`config.mk`:
```
export PLATFORM = sky130hd
export DESIGN_NAME = lu_arbiter
export DESIGN_NICKNAME = d
export VERILOG_FILES = /design/src/rtl/lu_arbiter.sv
export SDC_FILE = /design/constraint.sdc
export NUM_CORES = 1
export LEC_CHECK = 0
export ABC_AREA = 1
export CAP_MARGIN = 30
export CORE_MARGIN = 4
export CORE_UTILIZATION = 30
export CTS_BUF_LIST = sky130_fd_sc_hd__clkbuf_4 sky130_fd_sc_hd__clkbuf_8
export DETAILED_ROUTE_END_ITERATION = 16
export GPL_TIMING_DRIVEN = 0
export RECOVER_POWER = 25
export SLEW_MARGIN = 25
export SYNTH_ARGS = -nofsm -noshare
export SYNTH_HDL_FRONTEND = slang
export SYNTH_SLANG_ARGS = --single-unit
export TNS_END_PERCENT = 10
```
`constraint.sdc`:
```
create_clock -name clk -period 1.5 [get_ports clk]
set_input_delay 0.3 -clock clk [delete_from_list [all_inputs] [get_ports clk]]
set_output_delay 0.3 -clock clk [all_outputs]
set_load 0.01 [all_outputs]
```
`src/rtl/lu_arbiter.sv`:
```
// lu_arbiter: shared WIDTH-bit bitwise logic unit (NAND/AND/OR/NOR) serving
// two requesters through valid/ready handshakes, with round-robin arbitration.
//
// Ports:
//   clk, rst_n                     clock (rising edge), async active-low reset
//   reqN_valid / reqN_ready        requester N handshake (N = 0, 1)
//   reqN_a, reqN_b                 requester N operands (WIDTH bits)
//   reqN_op                        00 NAND, 01 AND, 10 OR, 11 NOR
//   res_valid / res_ready          result handshake towards the consumer
//   res_data                       registered result (WIDTH bits)
//   res_id                         requester that owns res_data
module lu_arbiter #(
    parameter int WIDTH = 4
) (
    input  logic             clk,
    input  logic             rst_n,
    input  logic             req0_valid,
    output logic             req0_ready,
    input  logic [WIDTH-1:0] req0_a,
    input  logic [WIDTH-1:0] req0_b,
    input  logic [1:0]       req0_op,
    input  logic             req1_valid,
    output logic             req1_ready,
    input  logic [WIDTH-1:0] req1_a,
    input  logic [WIDTH-1:0] req1_b,
    input  logic [1:0]       req1_op,
    output logic             res_valid,
    input  logic             res_ready,
    output logic [WIDTH-1:0] res_data,
    output logic             res_id
);

    typedef enum logic [1:0] {IDLE, EXEC, HOLD} state_t;

    state_t           state;
    logic             ptr;
    logic [WIDTH-1:0] a_q;
    logic [WIDTH-1:0] b_q;
    logic [1:0]       op_q;
    logic             id_q;
    logic             grant_id;
    logic [WIDTH-1:0] result;

    // The pointer only breaks ties; a lone requester is always the grant.
    // Readys are gated by rst_n so they stay low while reset is asserted.
    always_comb begin
        grant_id   = (req0_valid && req1_valid) ? ptr : req1_valid;
        req0_ready = rst_n && (state == IDLE) && req0_valid && !grant_id;
        req1_ready = rst_n && (state == IDLE) && req1_valid && grant_id;
    end

    always_comb begin
        result = '0;
        case (op_q)
            2'b00:   result = ~(a_q & b_q);
            2'b01:   result = a_q & b_q;
            2'b10:   result = a_q | b_q;
            default: result = ~(a_q | b_q);
        endcase
    end

    always_ff @(posedge clk or negedge rst_n) begin
        if (!rst_n) begin
            state     <= IDLE;
            ptr       <= 1'b0;
            a_q       <= '0;
            b_q       <= '0;
            op_q      <= '0;
            id_q      <= 1'b0;
            res_valid <= 1'b0;
            res_data  <= '0;
            res_id    <= 1'b0;
        end else begin
            case (state)
                IDLE: begin
                    if (req0_ready || req1_ready) begin
                        a_q   <= grant_id ? req1_a  : req0_a;
                        b_q   <= grant_id ? req1_b  : req0_b;
                        op_q  <= grant_id ? req1_op : req0_op;
                        id_q  <= grant_id;
                        state <= EXEC;
                    end
                end
                EXEC: begin
                    res_data  <= result;
                    res_id    <= id_q;
                    res_valid <= 1'b1;
                    state     <= HOLD;
                end
                HOLD: begin
                    if (res_ready) begin
                        res_valid <= 1'b0;
                        ptr       <= ~res_id;
                        state     <= IDLE;
                    end
                end
                default: state <= IDLE;
            endcase
        end
    end

endmodule

```
### Word level (Yosys, flattened, before mapping)

Index checks and enable logic that the tools add are counted.
W data, S select, Z words.

| storage, ports and cells | value |
|---|---|
| output and inout bits | 8 |
| input bits | 25 |
| bits in registers | 20 |
| word-level logic and storage cells | 45 |

| operators by class | value |
|---|---|
| equal/unequal tests | 6 |
| bitwise gates (word level) | 5 |
| reductions and logical operators | 15 |
| muxes and demuxes | 10 |

Operator list:

| operator | count |
|---|---|
| $pmux W4 S3 | 1 |
| $mux W4 | 2 |
| $not A4 Y4 | 2 |
| $reduce_and A2 Y1 | 4 |
| $logic_and A1 B1 Y1 | 6 |
| $mux W2 | 3 |
| $pmux W2 S3 | 1 |
| $and A4 B4 Y4 | 1 |
| $eq A2 B1 Y1 const B | 2 |
| $eq A2 B2 Y1 const B | 2 |
| $logic_not A2 Y1 | 2 |
| $or A4 B4 Y4 | 1 |
| $mux W1 | 2 |
| $ne A2 B1 Y1 const B | 1 |
| $ne A2 B2 Y1 const B | 1 |
| $pmux W1 S2 | 1 |
| $reduce_bool A2 Y1 | 1 |
| $logic_not A1 Y1 | 1 |
| $logic_or A1 B1 Y1 | 1 |
| $not A1 Y1 | 1 |

### Logic depth before layout (Yosys ltp)

Gate-level depths: netlist (run 1).

| logic depth | value |
|---|---|
| depth in word-level cells | 7 |
| mapped depth | 8 |
| depth with buffers taken out | 7 |

### Worst setup path after synthesis (run 1)

No wires, ideal clock.

| timing path | value |
|---|---|
| kind | register -> output |
| from | register ptr |
| to | output port req0_ready |
| arrival | 878 ps |
| buffers on the path | 1 |
| path slack | 322 ps |
| required time | 1200 ps |
| stages on the path, launching flop included | 5 |
| path through | dfrtp_1 > inv_1 > nand2_1 > buf_2 > a21oi_1 |

| on the way | value |
|---|---|
| word-level cells in the longest chain between the ends | 3 |

Ends and longest elaborated chain:

| element | RTL line | text |
|---|---|---|
| start, declared | 36 | `logic ptr;` |
| start signal, assigned | 93 | `ptr <= ~res_id;` |
| $mux W1 | 47 | `grant_id = (req0_valid && req1_valid) ? ptr : req1_valid;` |
| $logic_not A1 Y1 | 48 | `req0_ready = rst_n && (state == IDLE) && req0_valid && !grant_id;` |
| $logic_and A1 B1 Y1 | 48 |  |
| end, declared | 18 | `output logic req0_ready,` |

No other way between the ends.

### Worst setup path in the final report (run 1)

| timing path | value |
|---|---|
| from | register state[1] |
| to | output port req0_ready |

| on the way | value |
|---|---|
| word-level cells in the longest chain between the ends | 4 |

Ends and longest elaborated chain:

| element | RTL line | text |
|---|---|---|
| start, declared | 35 | `state_t state;` |
| start signal, assigned | 64 | `state <= IDLE;` |
| start signal, assigned | 81 | `state <= EXEC;` |
| start signal, assigned | 88 | `state <= HOLD;` |
| $logic_not A2 Y1 | 48 |  |
| $logic_and A1 B1 Y1 (3 in series) | 48 |  |

No other way between the ends.

==> flow_summary.json, run 1 <==
{
  "result_of_the_run": "finished with violations",
  "r2r_slack_ns": 0.17,
  "antenna-diode-count": 0,
  "post_synth_main_area_contributors": "sky130_fd_sc_hd__dfrtp_1 (46%), sky130_fd_sc_hd__nand2_1 (24%), sky130_fd_sc_hd__nand3_1 (16%)",
  "syn_avg_cell_area_um2": 7.14,
  "power.ir.vdd_worst_v": 0.000483,
  "synth_seq_area_share_pct": 46.4,
  "routed_wl_um": 2460,
  "fmax_mhz": 657,
  "grt_util_all_layers_pct": 11.9,
  "endpoint_kind": "output port",
  "maxSlewViolCount": 0,
  "drt_pass1_iterations": 4,
  "hold_class": "input pin to register",
  "postRouteAntennaNets": 0,
  "gp_routability_congestion": 0.717,
  "tritoncts.num_buffers": 3,
  "route.detailed.wl_per_inst_um": 10.3,
  "die_h_um": 68.0,
  "die_area_um2": 4620,
  "drtIter0Drc": 26,
  "root_buffer": "sky130_fd_sc_hd__clkbuf_4",
  "viasPerCell": 4.47,
  "mappedNetlistNets": 176,
  "synth.yosys.warnings": 0,
  "areaGrowthSynthToFinish_pct": 42.8,
  "arrival_ns": 1.22,
  "coreArea_um2": 3420,
  "worst-endpoint-required_ns": 1.20,
  "ratio_of_cells_with_drive_above_1_in_the_final_layout_pct": 12.0,
  "timing.max_cap.violations": 0,
  "final.min_clock_period_ns": 1.52,
  "grt_antenna_before_repair": 0,
  "grt_first_pass_wirelength_um": 4350,
  "sequential_group_share_of_total_power_pct": 41.5,
  "clockPowerShare_pct": 12.4,
  "rows": 21,
  "clock-sinks": 20,
  "post_synth_num_cell_types": 13,
  "violations_in_the_final_reports": "setup timing",
  "synth_top_area_share_pct": 46.4,
  "worst_pin_slew_ns": 0.365,
  "power.switching_uw": 971,
  "initial_core_util_pct": 31.6,
  "drc": 0,
  "cts_max_path_buffers": 2,
  "dominantRegCellSynth": "sky130_fd_sc_hd__dfrtp_1",
  "synth_cells": 151,
  "timing.final.ws_setup_ns": -0.0221,
  "share_comb_of_total_power_pct": 46.1,
  "power.density_nw_per_um2": 1580,
  "final-hold-violation-count": 0,
  "hpwlAfterDp_um": 1900,
  "rsz0062_at_grt": "yes",
  "clk-insertion-delay-late_ns": 0.29,
  "period_share_pct": 101,
  "grt_remaining_overflow": 0,
  "finClkSkew_ns": 0.00121,
  "yosysMostFrequentCell": "sky130_fd_sc_hd__nand2_1",
  "design.portCount": 33,
  "finish.utilization_pct": 45.1,
  "vias": 1063,
  "grt_max_degree": 21,
  "yosysTopAreaCell": "sky130_fd_sc_hd__dfrtp_1",
  "netlist_area_um2": 1080,
  "placement.setup.worst_slack_ns": -1.25,
  "max-slew-margin-rel_pct": 75.6,
  "leakage_uw": 0.000820,
  "cts-htree-levels": 1,
  "path_clk_slew_ns": 0.10,
  "fp.dieW_um": 68.0,
  "asyncSetResetFlopFracSynth_pct": 100,
  "number_of_global_route_vias_before_repair": 1068,
  "number_of_enable_type_register_cells_in_the_synthesized_netlist": 0,
  "timing.critical_path.from_type": "register",
  "flop_and_latch_count_out_of_synthesis": 20,
  "tritoncts_clock_tree": "done",
  "p_sw_share_pct": 39.8,
  "cell_internal_pwr_uw": 1470,
  "crit_type": "register to output port",
  "post_synth_top_cells": "sky130_fd_sc_hd__nand2_1 (69), sky130_fd_sc_hd__nand3_1 (35), sky130_fd_sc_hd__dfrtp_1 (20), sky130_fd_sc_hd__inv_1 (9)",
  "finalNetCount": 218,
  "timing.final.setup_violations": 1,
  "crit_fanout": 3,
  "worst_hold_slack_ns": 0.385,
  "io_buf_count": 32
}
-- power groups by stage --
stage	clock network, uW	logic, uW	registers [uW]
after floorplan	0	695	1010
final	302	1120	1010
after global placement	0	1080	1010
after CTS	317	1100	1010
after global routing	339	1300	1050
after detailed placement	0	1100	1020
-- worst max-delay path, stage by stage, from the launching register on --
cell                      delay (ns)
sky130_fd_sc_hd__dfrtp_1        0.43
sky130_fd_sc_hd__nor2_2         0.14
sky130_fd_sc_hd__nand3_2        0.12
sky130_fd_sc_hd__a21oi_2        0.11
sky130_fd_sc_hd__buf_2          0.14
-- cells by family (layout without fill, tap and decap cells) --
group,count (synthesis),in the layout,synth area share (%)
compound gates,4,4,1.86
simple gates,112,112,44.5
buf+inv,15,56,7.19
flops,20,20,46.4
-- final timing paths --
| check | startpoint | endpoint | cells past startpoint |
|---|---|---|---|
| hold reg to reg | res_valid$_DFFE_PN0P_ | res_valid$_DFFE_PN0P_ | 2 |
| setup / recovery | state[1]$_DFFE_PN0P_ | req0_ready | 4 |
| max in group asynchronous | rst_n | a_q[2]$_DFFE_PN0P_ | 3 |
| setup reg to reg | state[1]$_DFFE_PN0P_ | res_data[1]$_DFFE_PN0P_ | 5 |
| hold / removal | rst_n | id_q$_DFFE_PN0P_ | 4 |
| min in group asynchronous | rst_n | res_data[3]$_DFFE_PN0P_ | 2 |
-- routing by layer --
metal	GRT usage (%)	wire length, um	vias to the layer above
li1	-	-	565
met4	3.72	8	0
met2	19.3	1090	41
met1	16.2	1210	455
met5	0	0	-
met3	1.81	151	2
-- final cells by class --
type	count	area, um2
well taps	46	57.6
multi-input cells	116	524
inverters	9	33.8
clock buffers	4	36.3
flip-flops and latches	20	500
repair buffers	38	343
plain buffers	5	45.0
fillers	373	1880
-- flip-flops by register name, indices dropped and copies added, names as in the netlist --
register,cells
res_valid,1
res_data,4
state,2
b_q,4
op_q,2
a_q,4
res_id,1
ptr,1
id_q,1
-- repair_timing --
item | CTS | global route
hold buffers | 1 | 0
resized for setup | 28 | 3
hold endpoints to repair | 20 | 0
buffers inserted | 3 | 1
pin swaps | 5 | 2
endpoints found under the setup margin | 19 | 3
-- placed cells by master (no fill, tap or decap), types with 2 or more instances in the layout --
cell and instances:
sky130_fd_sc_hd__clkbuf_4 3, sky130_fd_sc_hd__dfrtp_1 20, sky130_fd_sc_hd__nand2_4 2, sky130_fd_sc_hd__buf_6 2, sky130_fd_sc_hd__nand3_1 34, sky130_fd_sc_hd__buf_4 7, sky130_fd_sc_hd__nand2_1 67, sky130_fd_sc_hd__dlygate4sd2_1 7
sky130_fd_sc_hd__nor2_1 3, sky130_fd_sc_hd__nand3b_1 3, sky130_fd_sc_hd__inv_1 8, sky130_fd_sc_hd__o21ai_0 3, sky130_fd_sc_hd__clkdlybuf4s50_1 21, sky130_fd_sc_hd__buf_2 2
-- metrics by stage --
| step | setup TNS, ns | area (um2) | std cells | power, uW |
|---|---|---|---|---|
| floorplan | 0 | 1080 | 151 | 1710 |
| global placement | -10.67 | 1460 | 229 | 2090 |
| detailed placement | -11.72 | 1460 | 229 | 2120 |
| CTS | -0.0495 | 1520 | 236 | 2430 |
| global route | -0.179 | 1540 | 238 | 2690 |
| finish | -0.0221 | 1540 | 238 | 2440 |
No activity file was read; power rests on OpenSTA's default activity.
==> run 2: changes to the inputs <==
--- a/config.mk
+++ b/config.mk
@@ -12,7 +12,6 @@
 export CTS_BUF_LIST = sky130_fd_sc_hd__clkbuf_4 sky130_fd_sc_hd__clkbuf_8
 export DETAILED_ROUTE_END_ITERATION = 16
 export GPL_TIMING_DRIVEN = 0
-export RECOVER_POWER = 25
 export SLEW_MARGIN = 25
 export SYNTH_ARGS = -nofsm -noshare
 export SYNTH_HDL_FRONTEND = slang
==> flow_summary.json, run 2 (synthesized netlist as in run 1, its figures left out) <==
{
  "most_common_cell_after_layout_fill_and_taps_aside": "sky130_fd_sc_hd__nand2_1",
  "finClkSkew_ns": 0.00122,
  "detailroute.wirelength.met3_um": 152,
  "worst_pin_slew_ns": 0.367,
  "power.density_nw_per_um2": 1570,
  "setup-tns-final_ns": -0.0221,
  "fmax_mhz": 657,
  "grt_max_degree": 21,
  "endpoint_kind": "output port",
  "finalNetCount": 218,
  "met2_length_um": 1090,
  "drtIter0Drc": 26,
  "clockPowerShare_pct": 12.4,
  "timing.final.ws_setup_ns": -0.0221,
  "design.portCount": 33,
  "maxSlewViolCount": 0,
  "multiInputGateArea_um2": 524,
  "timing.max_cap.violations": 0,
  "tritoncts_clock_tree": "done",
  "grt_first_pass_wirelength_um": 4350,
  "initial_core_util_pct": 31.6,
  "drt_pass1_iterations": 4,
  "period_share_pct": 101,
  "path_clk_slew_ns": 0.10,
  "power.switching_uw": 972,
  "hold_class": "input pin to register",
  "timing.final.setup_violations": 1,
  "die_h_um": 68.0,
  "viasPerCell": 4.46,
  "rows": 21,
  "arrival_ns": 1.22,
  "leakage_uw": 0.000826,
  "clock-sinks": 20,
  "final-hold-violation-count": 0,
  "timing.critical_path.from_type": "register",
  "final.min_clock_period_ns": 1.52,
  "areaGrowthSynthToFinish_pct": 43.9,
  "top_layer_used": "met4",
  "critical_path.cell_chain": "nor2_2, nand3_2, a21oi_2, buf_2",
  "gp_routability_congestion": 0.717,
  "worst-endpoint-required_ns": 1.20,
  "grt_util_all_layers_pct": 11.9,
  "root_buffer": "sky130_fd_sc_hd__clkbuf_4",
  "cpPeakStageDelay_ns": 0.43,
  "route.detailed.wl_per_inst_um": 10.4,
  "rsz0062_at_grt": "yes",
  "vias": 1062,
  "crit_type": "register to output port",
  "cell_internal_pwr_uw": 1470,
  "die_area_um2": 4620,
  "filler_cell_count": 371,
  "power.ir.vdd_worst_v": 0.000484,
  "total_power_uw": 2440,
  "detail_route.wirelength.met1_um": 1210,
  "clk-insertion-delay-late_ns": 0.29,
  "fp.dieW_um": 68.0,
  "routed_wl_um": 2470,
  "result_of_the_run": "finished with violations",
  "number_of_global_route_vias_before_repair": 1068,
  "share_comb_of_total_power_pct": 46.2,
  "crit_fanout": 3,
  "io_buf_count": 32,
  "register_area_um2": 500,
  "max-slew-margin-rel_pct": 75.5,
  "grt_antenna_before_repair": 0,
  "ratio_of_cells_with_drive_above_1_in_the_final_layout_pct": 12.5,
  "tritoncts.num_buffers": 3,
  "grt_remaining_overflow": 0,
  "p_sw_share_pct": 39.8,
  "sequential_group_share_of_total_power_pct": 41.5,
  "slowest_stage": "sky130_fd_sc_hd__dfrtp_1",
  "antenna-diode-count": 0,
  "largest_regs": "a_q x4, b_q x4, res_data x4",
  "cts_max_path_buffers": 2,
  "coreArea_um2": 3420,
  "violations_in_the_final_reports": "setup timing",
  "cts-htree-levels": 1,
  "hpwlAfterDp_um": 1900,
  "postRouteAntennaNets": 0,
  "mostFrequentLayoutCells": "sky130_fd_sc_hd__nand2_1 (67), sky130_fd_sc_hd__nand3_1 (34), sky130_fd_sc_hd__clkdlybuf4s50_1 (21)",
  "drc": 0
}
==> run 2: path summary, 6_finish.rpt <==
path	from	to	slack [ns]	cells past startpoint
setup / recovery	state[1]$_DFFE_PN0P_	req0_ready	-0.02	4
hold / removal	rst_n	id_q$_DFFE_PN0P_	0.37	4
setup reg to reg	state[1]$_DFFE_PN0P_	res_data[1]$_DFFE_PN0P_	0.18	5
hold reg to reg	res_valid$_DFFE_PN0P_	res_valid$_DFFE_PN0P_	0.48	2
max in group asynchronous	rst_n	a_q[2]$_DFFE_PN0P_	0.61	3
min in group asynchronous	rst_n	res_data[3]$_DFFE_PN0P_	0.49	2
==> run 2: metal layers <==
metal | track usage (%) | vias to the layer above
li1 | - | 565
met1 | 16.2 | 454
met2 | 19.3 | 41
met3 | 1.81 | 2
met4 | 3.72 | 0
met5 | 0 | -
==> run 2: stage by stage <==
step | hold WS, ns | cells | worst slack [ns] | area [um2] | util [%]
after floorplan | 0.00441 | 151 | 0.322 | 1080 | -
after global placement | 0.460 | 229 | -1.20 | 1460 | 42.6
after detailed placement | 0.467 | 229 | -1.25 | 1460 | 42.6
after CTS | 0.371 | 236 | -0.0495 | 1520 | 44.5
after global routing | 0.378 | 238 | -0.111 | 1550 | 45.4
final | 0.372 | 238 | -0.0221 | 1550 | 45.4
==> run 2: layout make-up <==
type                            count  area share (%)
Multi-Input combinational cell    116            33.8
Sequential cell                    20            32.3
Timing Repair Buffer               38            22.8
Tap cell                           46            3.71
Buffer                              5            2.90
Clock buffer                        4            2.34
Inverter                            9            2.18
==> run 2: worst max-delay path, delay by kind of cell, from the launching register on <==
family | cells | cell delay [ns]
AO/OA/AOI/OAI | 1 | 0.11
AND/OR/NAND/NOR | 2 | 0.26
flip-flops | 1 | 0.43
buffers and inverters | 1 | 0.14
==> run 2: what timing repair did <==
item	CTS	global route
setup endpoints to repair	19	3
hold endpoints to repair	20	0
pin swaps	5	2
setup buffers	3	1
resized for setup	28	3
hold buffers	1	0
==> run 2: power by group through the flow <==
stage               clock network (uW)  registers [uW]  logic (uW)
global placement                     0            1010        1080
detailed placement                   0            1020        1100
CTS                                317            1010        1100
finish                             302            1010        1130
floorplan                            0            1010         695
global route                       339            1050        1300
